==> src/rtl/tdm_demux4.sv <==
// rtl/tdm_demux4.sv - 4-channel TDM demultiplexer with frame lock and sync-error detection
module tdm_demux4 #(
    parameter int WIDTH       = 8,
    parameter bit STRICT_SYNC = 1'b1
) (
    input  logic             clk,
    input  logic             rst_n,
    input  logic [WIDTH-1:0] din,
    input  logic             din_valid,
    input  logic             frame_sync,
    output logic [WIDTH-1:0] ch0_out,
    output logic [WIDTH-1:0] ch1_out,
    output logic [WIDTH-1:0] ch2_out,
    output logic [WIDTH-1:0] ch3_out,
    output logic [3:0]       ch_valid,
    output logic             frame_done,
    output logic             locked,
    output logic             sync_err
);

    typedef enum logic {
        HUNT   = 1'b0,
        LOCKED = 1'b1
    } state_t;

    state_t                  state_q, state_d;
    logic [1:0]              slot_q, slot_d;
    logic [3:0][WIDTH-1:0]   ch_q, ch_d;
    logic [3:0]              ch_valid_q, ch_valid_d;
    logic                    frame_done_q, frame_done_d;
    logic                    sync_err_q, sync_err_d;

    always_ff @(posedge clk or negedge rst_n) begin
        if (!rst_n) begin
            state_q      <= HUNT;
            slot_q       <= 2'd0;
            ch_q         <= '0;
            ch_valid_q   <= 4'd0;
            frame_done_q <= 1'b0;
            sync_err_q   <= 1'b0;
        end else begin
            state_q      <= state_d;
            slot_q       <= slot_d;
            ch_q         <= ch_d;
            ch_valid_q   <= ch_valid_d;
            frame_done_q <= frame_done_d;
            sync_err_q   <= sync_err_d;
        end
    end

    always_comb begin
        state_d      = state_q;
        slot_d       = slot_q;
        ch_d         = ch_q;
        ch_valid_d   = 4'd0;
        frame_done_d = 1'b0;
        sync_err_d   = 1'b0;

        if (din_valid) begin
            case (state_q)
                HUNT: begin
                    if (frame_sync) begin
                        ch_d[0]    = din;
                        ch_valid_d = 4'b0001;
                        slot_d     = 2'd1;
                        state_d    = LOCKED;
                    end
                end
                LOCKED: begin
                    if (frame_sync) begin
                        // Sync mid-frame abandons the partial frame and restarts at slot 0.
                        sync_err_d = (slot_q != 2'd0);
                        ch_d[0]    = din;
                        ch_valid_d = 4'b0001;
                        slot_d     = 2'd1;
                    end else if (slot_q == 2'd0 && STRICT_SYNC) begin
                        sync_err_d = 1'b1;
                        slot_d     = 2'd0;
                        state_d    = HUNT;
                    end else begin
                        ch_d[slot_q] = din;
                        ch_valid_d   = 4'b0001 << slot_q;
                        frame_done_d = (slot_q == 2'd3);
                        slot_d       = slot_q + 2'd1;
                    end
                end
                default: begin
                    state_d = HUNT;
                    slot_d  = 2'd0;
                end
            endcase
        end
    end

    assign ch0_out    = ch_q[0];
    assign ch1_out    = ch_q[1];
    assign ch2_out    = ch_q[2];
    assign ch3_out    = ch_q[3];
    assign ch_valid   = ch_valid_q;
    assign frame_done = frame_done_q;
    assign sync_err   = sync_err_q;
    assign locked     = (state_q == LOCKED);

endmodule

==> config.mk <==
export PLATFORM = sky130hd
export DESIGN_NAME = tdm_demux4
export DESIGN_NICKNAME = d
export VERILOG_FILES = /design/src/rtl/tdm_demux4.sv
export SDC_FILE = /design/constraint.sdc
export NUM_CORES = 1
export LEC_CHECK = 0
export BUFFER_PORTS_ARGS = -buffer_cell sky130_fd_sc_hd__buf_4
export CAP_MARGIN = 10
export CORE_ASPECT_RATIO = 0.8
export CORE_MARGIN = 5
export CORE_UTILIZATION = 30
export CTS_CLUSTER_SIZE = 16
export DETAILED_ROUTE_END_ITERATION = 8
export HOLD_SLACK_MARGIN = 0.1
export SLEW_MARGIN = 5
export SYNTH_ARGS = -nofsm -noshare
export SYNTH_HDL_FRONTEND = slang
export SYNTH_SLANG_ARGS = --single-unit
==> constraint.sdc <==
create_clock -name clk -period 2.55 [get_ports clk]
set_clock_uncertainty 0.2 [all_clocks]
set_input_delay 0.51 -clock clk [delete_from_list [all_inputs] [get_ports clk]]
set_output_delay 0.51 -clock clk [all_outputs]
set_load 0.005 [all_outputs]
==> flow_summary_export.csv, run 1 <==
group,metric,value,unit
timing,finalCritPeriodShare,0.824,
drt,wl_per_cell,16.5,µm
timing,slew_headroom,0.664,
drt,drtIter0Drc,21,
finish,drive_gt1_frac,0.609,
pwr,switching_share,0.287,
setup_path,crit_chain,"inv_1, ha_1, inv_1, ha_1, nand4_2, mux2_2",
logic_synthesis,synth_cells,106,
global_route,grt_pass1_wl,6100,µm
finish,final_cell_mix,"buf_4, dfrtp_1, mux2_2",
timing,maxSlewViolCount,0,
global_route,grt_use_total,0.111,
drt,drt_pass1_iterations,4,
drt,vias,1060,
global_route,grt_pass1_vias,1148,
place,dp_hpwl,2800,µm
pwr,clkPwrFrac,0.224,
logic_synthesis,ys_seq_elements,40,
pwr,max-vdd-ir-drop,0.349,mV
finish,diodes,0,
finish,final_cells,226,
hold_path,hold_path.class,"input port to flip-flop",
finish,fin_util,0.407,
pwr,p_per_area,1040,nW/µm²
logic_synthesis,yosysUniqueCellTypes,20,
logic_synthesis,ys_seq_area_frac,0.607,
pwr,power_frac_seq,0.446,
cts,clk_path_buf_depth,2,
pwr,power_switching,0.000659,W
place,routabilityCongestion,0.711,
logic_synthesis,syn_avg_cell_area,15.5,µm²
timing,min_period,2100,ps
floorplan,die_h,76.3,µm
setup_path,worst-path-max-fanout,8,
setup_path,crit_buf_inv,2,
floorplan,io_pins,51,
floorplan,die_x,92.9,µm
cts,ctsHoldBuffers,1,
outcome,status,"complete, no violations",
setup_path,crit_family,"adder cells",
timing,rsz0062_at_grt,"no",
global_route,grt_overflow_total,0,
cts,ctsRootBufferMaster,"clkbuf_8",
global_route,grt_start_max_net_pins,41,
floorplan,initial_core_util,0.305,
finish,final_nets,179,
floorplan,rows,24,
cts,cts_tree,"built",
floorplan,core_area,5410,µm²
drt,vias_per_cell,4.69,
timing,max_freq,0.476,GHz
pwr,p_leak,1.08,nW
logic_synthesis,synth_area,1650,µm²
cts,numCtsBuffers,5,
setup_path,max_stage_delay,410,ps
place,port-buffer-count,50,
timing,hold_violations,0,
global_route,antenna_found_initial,0,
finish,syn2layout_area_growth,33.4,%
setup_path,critPathKind,"flip-flop to flip-flop",
drt,drc,0,
floorplan,die-area,7080,µm²
cts,clock_latency,280,ps
setup_path,endpoint_kind,"flip-flop",
cts,clock_sinks,40,
pwr,pwr-share-comb,0.330,
cts,ctsResizeCount,0,
cts,path_clk_slew,80,ps
run,drv_cap,0,
pwr,internal-power,0.00163,W
cts,postCtsSetupRepairBufs,0,
timing,fin_tns_setup,0,ps
drt,totalWireLength,3730,µm
finish,final_common_cell,"buf_4",
setup_path,arrival,2070,ps
drt,ant_nets,0,
setup_path,required,2520,ps
timing,setup_viol,0,
setup_path,startpoint_type,"flip-flop",
setup_path,crit_slowest_cell,"dfrtp_1",
timing,tightest_slew,505,ps
logic_synthesis,yosys_warnings,0,
place,dp_cells,217,
cts,h-tree-depth,2,
logic_synthesis,syn-num-nets,125,
[logic make-up (layout without fill, tap and decap cells)]
logic type / count (synthesis) / count (layout) / synth area share
simple gates: 16 / 16 / 0.0790
buf+inv: 9 / 64 / 0.0304
compound gates: 2 / 2 / 0.0114
fa+ha+maj: 7 / 7 / 0.0531
flops: 40 / 40 / 0.607
mux: 32 / 32 / 0.219
[worst reg2reg max path, delay by kind of cell (launching register included)]
family        cells  cell delay (ps)
buf+inv           2              170
mux               1              400
fa+ha+maj         2              450
flops             1              410
simple gates      1              350
[state kept, by name, summed over array words and instances, names as in the netlist]
name	count
ch0_out	8
ch1_out	8
ch2_out	8
ch3_out	8
ch_valid	4
locked	1
slot_q	2
sync_err	1
[synthesized netlist by cell type (all sizes together)]
master	instances	area, µm²
dfrtp	40	1000
mux2	32	360
ha	7	87.6
inv	5	18.8
buf	4	31.3
nand2	3	13.8
nand4	3	46.3
nor3b	3	22.5
nor3	2	10.0
a22o	1	10.0
and3	1	7.51
and4bb	1	12.5
nand3	1	5.00
nor2	1	3.75
o221ai	1	8.76
or3b	1	8.76
[layer usage]
metal | GRT usage | vias to the layer above | routed length [µm]
met1 | 0.143 | 526 | 1620
met5 | 0 | - | 0
met4 | 0.0483 | 0 | 59
li1 | - | 478 | -
met3 | 0.0375 | 5 | 315
met2 | 0.170 | 51 | 1740
[per-stage QoR]
step	power (W)	hold WS [ps]	setup WS, ps	area [µm²]
after floorplan	0.00134	14.4	713	1650
after global routing	0.00244	254	324	2200
final	0.00229	269	450	2200
after CTS	0.00233	251	422	2200
after detailed placement	0.00180	301	433	2070
after global placement	0.00176	289	494	2070
[power groups by stage]
stage               registers, W  logic, W  clock network, W
floorplan               0.000996  0.000344                 0
global placement         0.00102  0.000741                 0
detailed placement       0.00103  0.000772                 0
CTS                      0.00102  0.000774          0.000537
global route             0.00105  0.000831          0.000564
finish                   0.00102  0.000756          0.000514
[layout make-up]
class / instances / area [µm²]
tap: 65 / 81.3
timing repair buffer: 51 / 385
sequential: 40 / 1000
fill: 508 / 3210
inverter: 5 / 18.8
multi-input combinational: 57 / 597
clock buffer: 5 / 68.8
clock inverter: 3 / 46.3
[worst paths after layout]
check                                  startpoint                endpoint  slack (ps)  cells past startpoint
setup / recovery            slot_q[0]$_DFFE_PN0P_  ch3_out[7]$_DFFE_PN0P_         450                      6
hold reg to reg            ch3_out[6]$_DFFE_PN0P_  ch3_out[6]$_DFFE_PN0P_         320                      1
hold / removal                         frame_sync   ch_valid[2]$_DFF_PN0_         270                      2
setup reg to reg            slot_q[0]$_DFFE_PN0P_  ch3_out[7]$_DFFE_PN0P_         450                      6
min in group asynchronous                   rst_n      sync_err$_DFF_PN0_         540                      2
max in group asynchronous                   rst_n  ch0_out[5]$_DFFE_PN0P_        1270                      2
No activity file was read; power rests on OpenSTA's default activity.
==> inputs of run 2 (changes only) <==
Clock period 2.55 ns to 2.1 ns, I/O delays scaled along.
==> run 2 against run 1 <==
Net effect:
- maximum frequency is 6.6% higher
- core utilization barely moved
- combinational power up 23%
- count of clock-buffer cells in the layout grew 2
- via count fell by 1.3%
- routed wire length up 0.80%
==> flow_summary_export.csv, run 2 (synthesis gave the netlist of run 1 again) <==
group,metric,value,unit
outcome,status,"complete, no violations",
timing,finalCritPeriodShare,0.938,
setup_path,endpoint_kind,"flip-flop",
global_route,antenna_found_initial,0,
cts,clock_latency,280,ps
global_route,grt_use_total,0.110,
pwr,max-vdd-ir-drop,0.544,mV
floorplan,initial_core_util,0.305,
pwr,p_leak,1.07,nW
cts,path_clk_slew,80,ps
finish,final_nets,179,
place,routabilityCongestion,0.740,
hold_path,hold_path.class,"input port to flip-flop",
drt,wl_per_cell,16.6,µm
cts,ctsRootBufferMaster,"clkbuf_8",
floorplan,die-area,7080,µm²
timing,setup_viol,0,
place,port-buffer-count,50,
pwr,switching_share,0.296,
drt,drtIter0Drc,6,
finish,final_common_cell,"buf_4",
drt,totalWireLength,3760,µm
timing,fin_tns_setup,0,ps
pwr,pwr-share-comb,0.345,
floorplan,io_pins,51,
finish,drive_gt1_frac,0.609,
pwr,internal-power,0.00190,W
pwr,clkPwrFrac,0.193,
pwr,p_per_area,1230,nW/µm²
floorplan,rows,24,
drt,drt_pass1_iterations,4,
finish,diodes,0,
drt,drc,0,
pwr,power_frac_seq,0.462,
global_route,grt_start_max_net_pins,41,
cts,clk_path_buf_depth,2,
setup_path,required,2070,ps
drt,vias_per_cell,4.63,
setup_path,startpoint_type,"flip-flop",
floorplan,die_h,76.3,µm
drt,ant_nets,0,
timing,tightest_slew,499,ps
finish,fin_util,0.406,
global_route,grt_pass1_wl,6040,µm
timing,hold_violations,0,
timing,max_freq,0.508,GHz
setup_path,arrival,1940,ps
cts,h-tree-depth,2,
cts,clock_sinks,40,
drt,vias,1046,
global_route,grt_overflow_total,0,
timing,slew_headroom,0.668,
setup_path,worst-path-max-fanout,8,
global_route,grt_pass1_vias,1097,
run,drv_cap,0,
setup_path,critPathKind,"flip-flop to flip-flop",
finish,fillers,528,
place,dp_hpwl,2780,µm
cts,numCtsBuffers,5,
pwr,power_switching,0.000799,W
timing,maxSlewViolCount,0,
floorplan,die_x,92.9,µm
floorplan,core_area,5410,µm²
timing,min_period,1970,ps
timing,rsz0062_at_grt,"no",
cts,cts_tree,"built",
finish,syn2layout_area_growth,33.3,%
finish,final_cell_mix,"buf_4, dfrtp_1, mux2_2",
## run 2: stage by stage
stage                     total power (W)  instance area (µm²)  hold slack [ps]  instances  setup slack (ps)
final                             0.00270                 2200              171        226               130
after global routing              0.00288                 2200              182        226              23.0
after CTS                         0.00274                 2190              166        226              40.2
after detailed placement          0.00219                 2070              228        217             -52.8
after global placement            0.00214                 2070              210        217              43.2
after floorplan                   0.00163                 1650            -75.6        106               276
## run 2: what timing repair did
action,CTS,global route
hold buffers,1,0
resized for setup,2,1
pin swaps,0,0
endpoints found under the hold margin,40,0
setup buffers,0,0
endpoints found under the setup margin,8,21
## run 2: critical path, cell delays in order, from the launching register on
cell     delay (ps)
dfrtp_1         410
inv_1           120
ha_1            210
inv_1            60
ha_2            260
nand4_4         250
mux2_2          350
## run 2: power groups by stage
| stage | clock, W | sequential, W | combinational (W) |
|---|---|---|---|
| floorplan | 0 | 0.00121 | 0.000417 |
| global placement | 0 | 0.00124 | 0.000900 |
| detailed placement | 0 | 0.00125 | 0.000935 |
| CTS | 0.000538 | 0.00125 | 0.000951 |
| global route | 0.000577 | 0.00129 | 0.00101 |
| finish | 0.000520 | 0.00125 | 0.000929 |
## run 2: final timing paths
kind / start / to / slack (ps) / cells past startpoint
worst min-delay path: frame_sync / ch_valid[3]$_DFF_PN0_ / 170 / 2
worst max register to register: slot_q[0]$_DFFE_PN0P_ / ch3_out[3]$_DFFE_PN0P_ / 130 / 6
min in group asynchronous: rst_n / ch_valid[3]$_DFF_PN0_ / 450 / 2
max in group asynchronous: rst_n / ch0_out[5]$_DFFE_PN0P_ / 910 / 2
worst max-delay path: slot_q[0]$_DFFE_PN0P_ / ch3_out[3]$_DFFE_PN0P_ / 130 / 6
worst min register to register: ch1_out[5]$_DFFE_PN0P_ / ch1_out[5]$_DFFE_PN0P_ / 310 / 1
## run 2: cell type report
| class | count | area (µm²) | area share |
|---|---|---|---|
| clock inverters | 1 | 7.51 | 0.00342 |
| flip-flops and latches | 40 | 1000 | 0.456 |
| repair buffers | 51 | 385 | 0.175 |
| multi-input cells | 57 | 617 | 0.281 |
| clock buffers | 7 | 86.3 | 0.0393 |
| inverters | 5 | 18.8 | 0.00854 |
| well taps | 65 | 81.3 | 0.0370 |
## run 2: per-layer routing
metal,track usage,wire (µm)
met2,0.162,1720
met5,0,0
met4,0.0483,41
met1,0.148,1730
met3,0.0355,265
==> inputs of run 3 (changes only) <==
Settings changed: ABC_AREA from default to 1, CTS_CLUSTER_SIZE 16 to 12.
==> run 3 against run 2 <==
Net effect:
- largest cell class unchanged
- count of clock-buffer cells in the layout grew 1
- routed wire length up 12%
- first-iteration DRC count increased to 20 times the previous value
- register-to-register slack better by 120 ps
- non-clock buffer count increased by 6
- sequential power is 12% lower
==> flow_summary_export.csv, run 3 <==
group,metric,value,unit
drt,vias,1356,
finish,final_cell_mix,"nand2_1, buf_4, dfrtp_1",
timing,setup_viol,0,
pwr,total_power,0.00228,W
place,dp_cells,307,
place,port-buffer-count,50,
logic_synthesis,synth.most_common_cell,"nand2_1",
global_route,grt_pass1_vias,1358,
drt,ant_nets,0,
setup_path,crit_start,"slot_q[0]$_DFFE_PN0P_",
floorplan,core_area,5440,µm²
logic_synthesis,yosys_warnings,0,
logic_synthesis,synthTopCellsByCount,"nand2_1, dfrtp_1, nand3_1",
cts,ctsRootBufferMaster,"clkbuf_8",
setup_path,worst-path-max-fanout,8,
timing,slew_headroom,0.661,
timing,min_period,1850,ps
setup_path,crit_path_end,"ch1_out[1]$_DFFE_PN0P_",
setup_path,r2r_cells,7,
logic_synthesis,syn_avg_cell_area,9.31,µm²
cts,numCtsBuffers,5,
setup_path,arrival,1820,ps
finish,postLayoutCellArea,2240,µm²
cts,h-tree-depth,2,
place,routabilityCongestion,0.847,
drt,drtIter0Drc,121,
logic_synthesis,synth_top_area_cell,"dfrtp_1",
run,drv_cap,0,
global_route,antenna_found_initial,0,
drt,drc,0,
logic_synthesis,synthArstFlopShare,1.00,
timing,hold_violations,0,
logic_synthesis,synth_edf_count,0,
logic_synthesis,syn-num-nets,199,
logic_synthesis,synth_area_leaders,"dfrtp_1, nand2_1, nand3_1, ha_1, buf_4",
cts,path_clk_slew,80,ps
cts,cts_tree,"built",
setup_path,r2r_start,"slot_q[0]$_DFFE_PN0P_",
cts,postCtsSetupRepairBufs,0,
global_route,grt_use_total,0.124,
global_route,grt_overflow_total,0,
floorplan,die_x,93.6,µm
setup_path,endpoint_kind,"flip-flop",
floorplan,initial_core_util,0.308,
logic_synthesis,synth_top_cell_area_share,0.597,
logic_synthesis,ys_seq_elements,40,
drt,vias_per_cell,4.29,
timing,finalCritPeriodShare,0.879,
finish,final_common_cell,"nand2_1",
pwr,p_leak,1.26,nW
cts,clock_sinks,40,
logic_synthesis,yosysUniqueCellTypes,14,
setup_path,r2r_slack,250,ps
global_route,grt_pass1_wl,7000,µm
cts,clk_path_buf_depth,2,
outcome,status,"complete, no violations",
floorplan,die_h,76.9,µm
finish,syn2layout_area_growth,33.4,%
setup_path,critPathKind,"flip-flop to flip-flop",
finish,drive_gt1_frac,0.269,
drt,wl_per_cell,13.3,µm
timing,tightest_slew,508,ps
timing,rsz0062_at_grt,"no",
finish,diodes,0,
global_route,grt_start_max_net_pins,41,
place,placed_cell_area,2140,µm²
logic_synthesis,ys_dominant_reg_cell,"dfrtp_1",
finish,final_cells,316,
timing,max_freq,0.542,GHz
setup_path,worst_r2r_endpoint,"ch1_out[1]$_DFFE_PN0P_",
floorplan,rows,24,
timing,fin_tns_setup,0,ps
floorplan,die-area,7190,µm²
place,post-place-ws,250,ps
floorplan,io_pins,51,
pwr,p_per_area,1020,nW/µm²
setup_path,startpoint_type,"flip-flop",
drt,drt_pass1_iterations,4,
setup_path,required,2080,ps
drt,totalWireLength,4200,µm
cts,clock_latency,280,ps
logic_synthesis,synth_cells,180,
finish,final_nets,256,
logic_synthesis,synth_area,1680,µm²
pwr,max-vdd-ir-drop,0.488,mV
timing,maxSlewViolCount,0,
hold_path,hold_path.class,"input port to flip-flop",
place,dp_hpwl,3120,µm
timing,worst_slack,253,ps
logic_synthesis,ys_seq_area_frac,0.597,
==> run 3: changes by cell type after synthesis, sizes merged, moves of 3 or more <==
cell   previous run  this run
mux2             32         0
nor3b             3         0
buf               4         7
nand3             1        27
nand2             3        82
nor2              1         5
==> run 3: layout make-up <==
class | instances | area [µm²]
clock buffers | 8 | 90.1
fillers | 547 | 3200
inverters | 8 | 30.0
multi-input cells | 125 | 588
flip-flops and latches | 40 | 1000
well taps | 78 | 97.6
repair buffers | 57 | 430
==> run 3: metal layers <==
layer  vias up  global-route usage  routed length [µm]
li1        676                   -                   -
met1       637               0.186                2080
met2        41               0.173                1820
met3         2              0.0382                 293
met4         0              0.0303                  14
met5         -                   0                   0
==> run 3: timing repair <==
action,CTS,global route
endpoints found under the hold margin,40,0
resized for setup,0,0
setup endpoints to repair,0,0
hold buffers,1,0
==> run 3: worst min-delay path by stage <==
stage / slack, ps / endpoint / cells past startpoint / start
after global placement: 230 / ch_valid[2]$_DFF_PN0_ / 1 / rst_n
after CTS: 170 / ch0_out[0]$_DFFE_PN0P_ / 3 / din[0]
after floorplan: -80 / ch0_out[0]$_DFFE_PN0P_ / 0 / rst_n
after detailed placement: 230 / ch2_out[7]$_DFFE_PN0P_ / 1 / rst_n
after global routing: 190 / ch0_out[4]$_DFFE_PN0P_ / 3 / din[4]
final: 180 / ch0_out[4]$_DFFE_PN0P_ / 3 / din[4]
==> run 3: power breakdown <==
part / leakage, nW / internal (W) / switching [W]
clock: 0.0455 / 0.000268 / 0.000249
sequential: 0.523 / 0.000971 / 0.000128
combinational: 0.691 / 0.000357 / 0.000303
==> run 3: cell families (layout without fill, tap and decap cells) <==
logic type | Yosys count | count (layout) | share of synthesized area
fa+ha+maj | 7 | 7 | 0.0522
simple gates | 117 | 117 | 0.296
flops | 40 | 40 | 0.597
compound gates | 1 | 1 | 0.00298
buf+inv | 15 | 73 | 0.0522
==> run 3: metrics by stage <==
step                hold slack, ps  utilization
finish                         176        0.412
global route                   189        0.412
CTS                            172        0.412
detailed placement             234        0.393
global placement               231        0.393
floorplan                    -75.6            -
==> run 3: worst max-delay path, cell delays in order, from the launching register on <==
cell     delay [ps]
dfrtp_1         400
inv_1           110
ha_1            200
inv_1            50
ha_1            200
nand4_1         360
nand2_1         160
nand2_1          70
